===== config.mk =====
export PLATFORM = sky130hd
export DESIGN_NAME = codon_seq_ctrl_flat
export DESIGN_NICKNAME = d
export VERILOG_FILES = /design/src/rtl/codon_seq_ctrl_pkg.sv /design/src/rtl/codon_seq_ctrl_if.sv /design/src/rtl/codon_pat_table.sv /design/src/rtl/codon_seq_ctrl.sv /design/src/flat_wrapper.sv
export SDC_FILE = /design/constraint.sdc
export NUM_CORES = 1
export LEC_CHECK = 0
export CAP_MARGIN = 15
export CORE_MARGIN = 1.5
export CORE_UTILIZATION = 56
export DETAILED_ROUTE_END_ITERATION = 8
export HOLD_SLACK_MARGIN = 0.03
export PLACE_DENSITY_LB_ADDON = 0.05
export SETUP_SLACK_MARGIN = 0.3
export SLEW_MARGIN = 20
export SYNTH_ARGS = -nofsm -noshare
export SYNTH_HDL_FRONTEND = slang
export SYNTH_HIERARCHICAL = 1
export SYNTH_SLANG_ARGS = --single-unit

===== constraint.sdc =====
create_clock -name clk -period 2.3 [get_ports clk]
set_input_delay 0.46 -clock clk [delete_from_list [all_inputs] [get_ports clk]]
set_output_delay 0.46 -clock clk [all_outputs]
set_load 0.01 [all_outputs]

===== src/rtl/codon_seq_ctrl_pkg.sv =====
// Shared types and constants for the codon pattern sequencer.
// A pattern is six 4-bit codons, nibble 5 first, padded with CODON_TERM.
package codon_seq_ctrl_pkg;

    typedef enum logic [2:0] {
        ST_IDLE   = 3'd0,
        ST_INIT   = 3'd1,
        ST_RUN    = 3'd2,
        ST_NEXT   = 3'd3,
        ST_FINISH = 3'd4
    } state_t;

    typedef logic [3:0]  codon_t;
    typedef codon_t [5:0] pattern_t;

    localparam codon_t CODON_TERM = 4'hF;
    localparam int     NUM_PAT    = 6;
    localparam int     WDOG_CYC   = 260;

    // Empty table entry: every codon slot holds the terminator.
    function automatic pattern_t pattern_blank();
        return {6{CODON_TERM}};
    endfunction

endpackage


===== src/rtl/codon_seq_ctrl_if.sv =====
// Handshake between the sequencer (master) and the codon counter (slave).
interface codon_seq_ctrl_if;
    import codon_seq_ctrl_pkg::*;

    logic     init_cnt_ena;
    logic     count_ena;
    pattern_t data;
    logic     done_gen;
    pattern_t reg_cnt_cod;

    modport master (
        output init_cnt_ena,
        output count_ena,
        output data,
        input  done_gen,
        input  reg_cnt_cod
    );

    modport slave (
        input  init_cnt_ena,
        input  count_ena,
        input  data,
        output done_gen,
        output reg_cnt_cod
    );

endinterface


===== src/rtl/codon_pat_table.sv =====
// Pattern table: registered write port, asynchronous read port.
// Out-of-range writes are dropped; out-of-range reads return a blank pattern.
module codon_pat_table
    import codon_seq_ctrl_pkg::*;
#(
    parameter int DEPTH = codon_seq_ctrl_pkg::NUM_PAT
) (
    input  logic       clk,
    input  logic       rst,
    input  logic       wr_en,
    input  logic [2:0] wr_idx,
    input  pattern_t   wr_data,
    input  logic [2:0] rd_idx,
    output pattern_t   rd_data
);

    pattern_t mem_r [DEPTH];

    // Table storage, cleared to blank patterns on reset.
    always_ff @(posedge clk or negedge rst) begin
        if (!rst) begin
            for (int i = 0; i < DEPTH; i++) begin
                mem_r[i] <= pattern_blank();
            end
        end else if (wr_en && (32'(wr_idx) < DEPTH)) begin
            mem_r[wr_idx] <= wr_data;
        end
    end

    // Asynchronous read of the entry selected by the current pass.
    always_comb begin
        rd_data = pattern_blank();
        if (32'(rd_idx) < DEPTH) begin
            rd_data = mem_r[rd_idx];
        end else begin
            rd_data = pattern_blank();
        end
    end

endmodule


===== src/rtl/codon_seq_ctrl.sv =====
// Codon sequencer: walks NUM_PAT table patterns through the codon counter,
// one INIT/RUN/NEXT pass each, with a per-pass watchdog and abort.
module codon_seq_ctrl
    import codon_seq_ctrl_pkg::*;
#(
    parameter int NUM_PAT  = codon_seq_ctrl_pkg::NUM_PAT,
    parameter int WDOG_CYC = codon_seq_ctrl_pkg::WDOG_CYC
) (
    input  logic                    clk,
    input  logic                    rst,
    input  logic                    start,
    input  logic                    abort,
    input  logic                    pat_wr_en,
    input  logic [2:0]              pat_wr_idx,
    input  pattern_t                pat_wr_data,
    codon_seq_ctrl_if.master        cnt,
    output logic [2:0]              pass_idx,
    output logic                    busy,
    output logic                    done,
    output logic                    err,
    output pattern_t                results
);

    localparam int WDOG_W = $clog2(WDOG_CYC + 1);

    state_t              state_r, state_nxt_s;
    logic [2:0]          pass_r, pass_nxt_s;
    logic [WDOG_W-1:0]   wdog_r, wdog_nxt_s;
    logic                err_r, err_nxt_s;
    pattern_t            results_r, results_nxt_s;
    logic                tbl_we_s;
    pattern_t            tbl_rd_s;
    logic                init_cnt_ena_r, count_ena_r, busy_r, done_r;

    codon_pat_table #(.DEPTH(NUM_PAT)) u_table (
        .clk     (clk),
        .rst     (rst),
        .wr_en   (tbl_we_s),
        .wr_idx  (pat_wr_idx),
        .wr_data (pat_wr_data),
        .rd_idx  (pass_r),
        .rd_data (tbl_rd_s)
    );

    // Next-state logic; abort overrides start, done_gen and the watchdog.
    always_comb begin
        state_nxt_s   = state_r;
        pass_nxt_s    = pass_r;
        wdog_nxt_s    = wdog_r;
        err_nxt_s     = err_r;
        results_nxt_s = results_r;
        tbl_we_s      = 1'b0;
        if (abort && (state_r != ST_IDLE)) begin
            state_nxt_s = ST_IDLE;
        end else begin
            case (state_r)
                ST_IDLE: begin
                    tbl_we_s = pat_wr_en;
                    if (start) begin
                        state_nxt_s = ST_INIT;
                        pass_nxt_s  = 3'd0;
                        err_nxt_s   = 1'b0;
                    end else begin
                        state_nxt_s = ST_IDLE;
                    end
                end
                ST_INIT: begin
                    wdog_nxt_s  = {WDOG_W{1'b0}};
                    state_nxt_s = ST_RUN;
                end
                ST_RUN: begin
                    wdog_nxt_s = wdog_r + WDOG_W'(1);
                    // done_gen on the expiry cycle still counts as a clean pass.
                    if (cnt.done_gen) begin
                        state_nxt_s = ST_NEXT;
                    end else if (wdog_r == WDOG_W'(WDOG_CYC - 1)) begin
                        err_nxt_s   = 1'b1;
                        state_nxt_s = ST_IDLE;
                    end else begin
                        state_nxt_s = ST_RUN;
                    end
                end
                ST_NEXT: begin
                    results_nxt_s[pass_r] = cnt.reg_cnt_cod[pass_r];
                    if (pass_r == 3'(NUM_PAT - 1)) begin
                        state_nxt_s = ST_FINISH;
                    end else begin
                        pass_nxt_s  = pass_r + 3'd1;
                        state_nxt_s = ST_INIT;
                    end
                end
                ST_FINISH: begin
                    state_nxt_s = ST_IDLE;
                end
                default: begin
                    state_nxt_s = ST_IDLE;
                end
            endcase
        end
    end

    // State and registered outputs, decoded from the next state so they align with it.
    always_ff @(posedge clk or negedge rst) begin
        if (!rst) begin
            state_r        <= ST_IDLE;
            pass_r         <= 3'd0;
            wdog_r         <= {WDOG_W{1'b0}};
            err_r          <= 1'b0;
            results_r      <= {24{1'b0}};
            init_cnt_ena_r <= 1'b0;
            count_ena_r    <= 1'b0;
            busy_r         <= 1'b0;
            done_r         <= 1'b0;
        end else begin
            state_r        <= state_nxt_s;
            pass_r         <= pass_nxt_s;
            wdog_r         <= wdog_nxt_s;
            err_r          <= err_nxt_s;
            results_r      <= results_nxt_s;
            init_cnt_ena_r <= (state_nxt_s == ST_INIT);
            count_ena_r    <= (state_nxt_s == ST_RUN);
            busy_r         <= (state_nxt_s != ST_IDLE);
            done_r         <= (state_nxt_s == ST_FINISH);
        end
    end

    assign cnt.init_cnt_ena = init_cnt_ena_r;
    assign cnt.count_ena    = count_ena_r;
    assign cnt.data         = tbl_rd_s;
    assign pass_idx         = pass_r;
    assign busy             = busy_r;
    assign done             = done_r;
    assign err              = err_r;
    assign results          = results_r;

endmodule


===== src/flat_wrapper.sv =====
// flat-port wrapper written by rule: the top's interface ports become plain ports
module codon_seq_ctrl_flat import codon_seq_ctrl_pkg::*;
#(
    parameter int NUM_PAT  = codon_seq_ctrl_pkg::NUM_PAT,
    parameter int WDOG_CYC = codon_seq_ctrl_pkg::WDOG_CYC
)
  (clk, rst, start, abort, pat_wr_en, pat_wr_idx, pat_wr_data, pass_idx, busy, done, err, results, cnt_init_cnt_ena, cnt_count_ena, cnt_data, cnt_done_gen, cnt_reg_cnt_cod);
  codon_seq_ctrl_if cnt_i ();
  input  logic clk;
  input  logic rst;
  input  logic start;
  input  logic abort;
  input  logic pat_wr_en;
  input  logic [2:0] pat_wr_idx;
  input  pattern_t pat_wr_data;
  output logic [2:0] pass_idx;
  output logic busy;
  output logic done;
  output logic err;
  output pattern_t results;
  output wire logic [$bits(cnt_i.init_cnt_ena)-1:0] cnt_init_cnt_ena;
  output wire logic [$bits(cnt_i.count_ena)-1:0] cnt_count_ena;
  output wire logic [$bits(cnt_i.data)-1:0] cnt_data;
  input wire logic [$bits(cnt_i.done_gen)-1:0] cnt_done_gen;
  input wire logic [$bits(cnt_i.reg_cnt_cod)-1:0] cnt_reg_cnt_cod;
  assign cnt_init_cnt_ena = cnt_i.init_cnt_ena;
  assign cnt_count_ena = cnt_i.count_ena;
  assign cnt_data = cnt_i.data;
  assign cnt_i.done_gen = cnt_done_gen;
  assign cnt_i.reg_cnt_cod = cnt_reg_cnt_cod;
  codon_seq_ctrl #(.NUM_PAT(NUM_PAT), .WDOG_CYC(WDOG_CYC)) u_core (.clk(clk), .rst(rst), .start(start), .abort(abort), .pat_wr_en(pat_wr_en), .pat_wr_idx(pat_wr_idx), .pat_wr_data(pat_wr_data), .cnt(cnt_i), .pass_idx(pass_idx), .busy(busy), .done(done), .err(err), .results(results));
endmodule

==> results.json <==
{
  "ys_ff_latch": 188,
  "fmax_mhz": 411.1,
  "cp_common_cell": "buf_12",
  "min_to": "u_core/results[22]",
  "cts_buffer_depth": 2,
  "die-width_um": 130.5,
  "yosysWarnings": 6,
  "startpoint_type": "flip-flop",
  "h-tree-depth": 4,
  "crit_slowest_cell": "dfrtp_4",
  "grt_util_all_layers": 0.2685,
  "async_flop_share": 1.000,
  "insertion_delay_ps": 430,
  "grt_max_degree": 64,
  "cp-end-kind": "output pin",
  "numCtsBuffers": 17,
  "worstMarginPinSlew_ps": 615.5,
  "antenna_cells": 0,
  "pwr_density_cell_nw_per_um2": 1311,
  "critPathKind": "reg2out",
  "synth_fp_nets": 730,
  "whs_ps": 507.8,
  "ys_types": 54,
  "dp_hpwl_um": 12420,
  "port_buffers": 112,
  "syn_to_final_growth_pct": 30.62,
  "synthFlopType": "dfstp_2",
  "finalSetupViolations": 20,
  "tritoncts": "yes",
  "netlist_area_um2": 9100,
  "core_um2": 15890,
  "ios": 113,
  "dp_slack_ps": -8.769,
  "p_leak_nw": 4.807,
  "r2r-start": "u_core/pass_idx[0]",
  "final_util": 0.7483,
  "final_max_slew_viol_count": 0,
  "status": "complete, but fails checks",
  "path_cells": "buf_12 -> buf_12 -> buf_4 -> mux2_2 -> o22ai_2 -> nor2_1 -> buf_2",
  "cp_num_cells": 7,
  "cts_sinks": 188,
  "ff2ff_path_depth": 9,
  "hold_viol_final": 0,
  "rsz0062_at_grt": "true",
  "fin_crit_ps": 2432,
  "dr.pass1.iters": 4,
  "slowest_delay_ps": 500,
  "synth_cells": 670,
  "whs_path_depth": 1,
  "worst_ir_drop_vdd_mv": 0.7392,
  "die-area_um2": 17020,
  "grt_pass1_wl_um": 34470,
  "fin_cells": 1049,
  "nets": 880,
  "crit_buf_inv": 4,
  "drt_iter0_markers": 284,
  "initial_utilization": 0.5729,
  "period_share": 1.057,
  "die_h_um": 130.5,
  "viasPerCell": 5.735,
  "hold_path.class": "reg2reg",
  "drv_cap": 0,
  "drc_errors": 0,
  "layout-drive-gt1-share": 0.6483,
  "required_ps": 1840,
  "wl_per_cell_um": 20.96,
  "antenna_found_initial": 0,
  "overflow": 0,
  "rows": 46,
  "dpl.cell_count": 984,
  "finClkSkew_ps": 8.128,
  "violations": "negative setup slack",
  "clk_pin_slew_ps": 80,
  "min_from": "u_core/results[22]",
  "crit_fanout": 7,
  "crit_family": "buffers and inverters",
  "r2r_end": "u_core/pass_idx[0]",
  "setup_ws_ps": -132.2,
  "postRouteAntennaNets": 0,
  "syn_avg_cell_area_um2": 13.58,
  "rrSetupSlack_ps": 140,
  "yosysSeqAreaShare": 0.5368,
  "cp.arrival_ps": 1970,
  "grt_pass1_vias": 6391,
  "gp_congestion": 0.8043,
  "vias": 6016,
  "routed_wl_um": 21990,
  "slew-limit-headroom": 0.5896,
  "root_buffer": "clkbuf_16",
  "synth_edf_count": 0
}
==> layout make-up <==
| cell class | instances | area (µm²) |
|---|---|---|
| timing repair buffer | 173 | 1913 |
| multi-input combinational | 436 | 4202 |
| clock buffer | 17 | 425.4 |
| fill | 1027 | 3999 |
| tap | 216 | 270.3 |
| sequential | 188 | 4888 |
| inverter | 4 | 15.01 |
| clock inverter | 15 | 172.7 |
==> cells in the mapped netlist, types with 5 or more instances <==
| cell | instances | area, µm² |
|---|---|---|
| nor2_1 | 34 | 127.6 |
| o21ai_0 | 6 | 30.03 |
| nand3_1 | 5 | 25.02 |
| dfstp_2 | 144 | 3784 |
| mux2i_1 | 5 | 50.05 |
| dfrtp_1 | 44 | 1101 |
| nor3_1 | 5 | 25.02 |
| a21oi_1 | 7 | 35.03 |
| buf_6 | 13 | 146.4 |
| o22ai_1 | 24 | 150.1 |
| mux2_2 | 214 | 2410 |
| clkbuf_1 | 11 | 41.29 |
| nand2_1 | 20 | 75.07 |
| nor2b_1 | 27 | 168.9 |
| mux2_1 | 5 | 56.30 |
| buf_2 | 16 | 80.08 |
| a211oi_1 | 24 | 180.2 |
==> what timing repair did <==
action                                 in CTS  in global routing
hold buffers                                1                  0
buffers inserted                           23                  1
gates cloned                                6                  2
gates resized for setup                   168                 16
pin swaps                                  17                  7
setup endpoints to repair                  49                 51
endpoints found under the hold margin       3                  0
==> through the flow <==
stage	cell area (µm²)	total power, mW	setup TNS, ps
after floorplan	9102	9.646	0
after global placement	10620	11.31	0
after detailed placement	10620	11.60	-8.769
after CTS	11760	15.37	-1386
after global routing	11890	16.40	-2824
final	11890	15.58	-1171
==> flip-flops by register name (all words and copies together) (netlist names) <==
register and flops:
u_core/busy 1, u_core/cnt.count_ena 1, u_core/cnt.init_cnt_ena 1, u_core/done 1, u_core/err 1, u_core/pass_idx 3
u_core/results 24, u_core/state_r 3, u_core/u_table/mem_r 144, u_core/wdog_r 9
==> layer usage <==
metal	global-route usage	routed length, µm	vias up
li1	-	-	2750
met1	0.3429	9430	3107
met2	0.4687	11340	129
met3	0.05212	859	30
met4	0.07369	363	0
met5	0	0	-
==> cell families (layout without fill, tap and decap cells) <==
family,after synthesis,after routing,synth area share
buf+inv,46,209,0.03204
compound gates,77,77,0.05734
xor+xnor,3,3,0.003713
fa+ha+maj,3,3,0.004125
simple gates,126,126,0.08373
flops,188,188,0.5368
mux,227,227,0.2823
==> power breakdown <==
part | internal (mW) | switching, mW | leakage (nW)
clock network | 1.64 | 1.35 | 0.297
registers | 5.64 | 0.764 | 2.11
logic | 3.62 | 2.56 | 2.40
total | 10.9 | 4.67 | 4.81
==> cells in the final DEF, fill, tap and decap left out, types with 17 or more instances in the layout <==
| cell | netlist | final |
|---|---|---|
| buf_4 | 0 | 24 |
| mux2_4 | 2 | 19 |
| buf_2 | 16 | 24 |
| dfrtp_1 | 44 | 43 |
| clkdlybuf4s50_1 | 0 | 84 |
| buf_12 | 0 | 18 |
| dfstp_2 | 144 | 144 |
| nor2_1 | 34 | 32 |
| mux2_2 | 214 | 201 |
| clkbuf_16 | 0 | 19 |
| a211oi_1 | 24 | 18 |
| nand2_1 | 20 | 17 |
| nor2b_1 | 27 | 20 |
==> how the worst max path moves through the flow <==
stage / from / end
after floorplan: u_core/state_r[1] / u_core/u_table/mem_r[120]
after global placement: abort / u_core/pass_idx[0]
after detailed placement: abort / u_core/pass_idx[0]
after CTS: u_core/pass_idx[0] / cnt_data[23]
after global routing: u_core/pass_idx[0] / cnt_data[11]
final: u_core/pass_idx[0] / cnt_data[11]
Power figures use the tool's default switching activity.
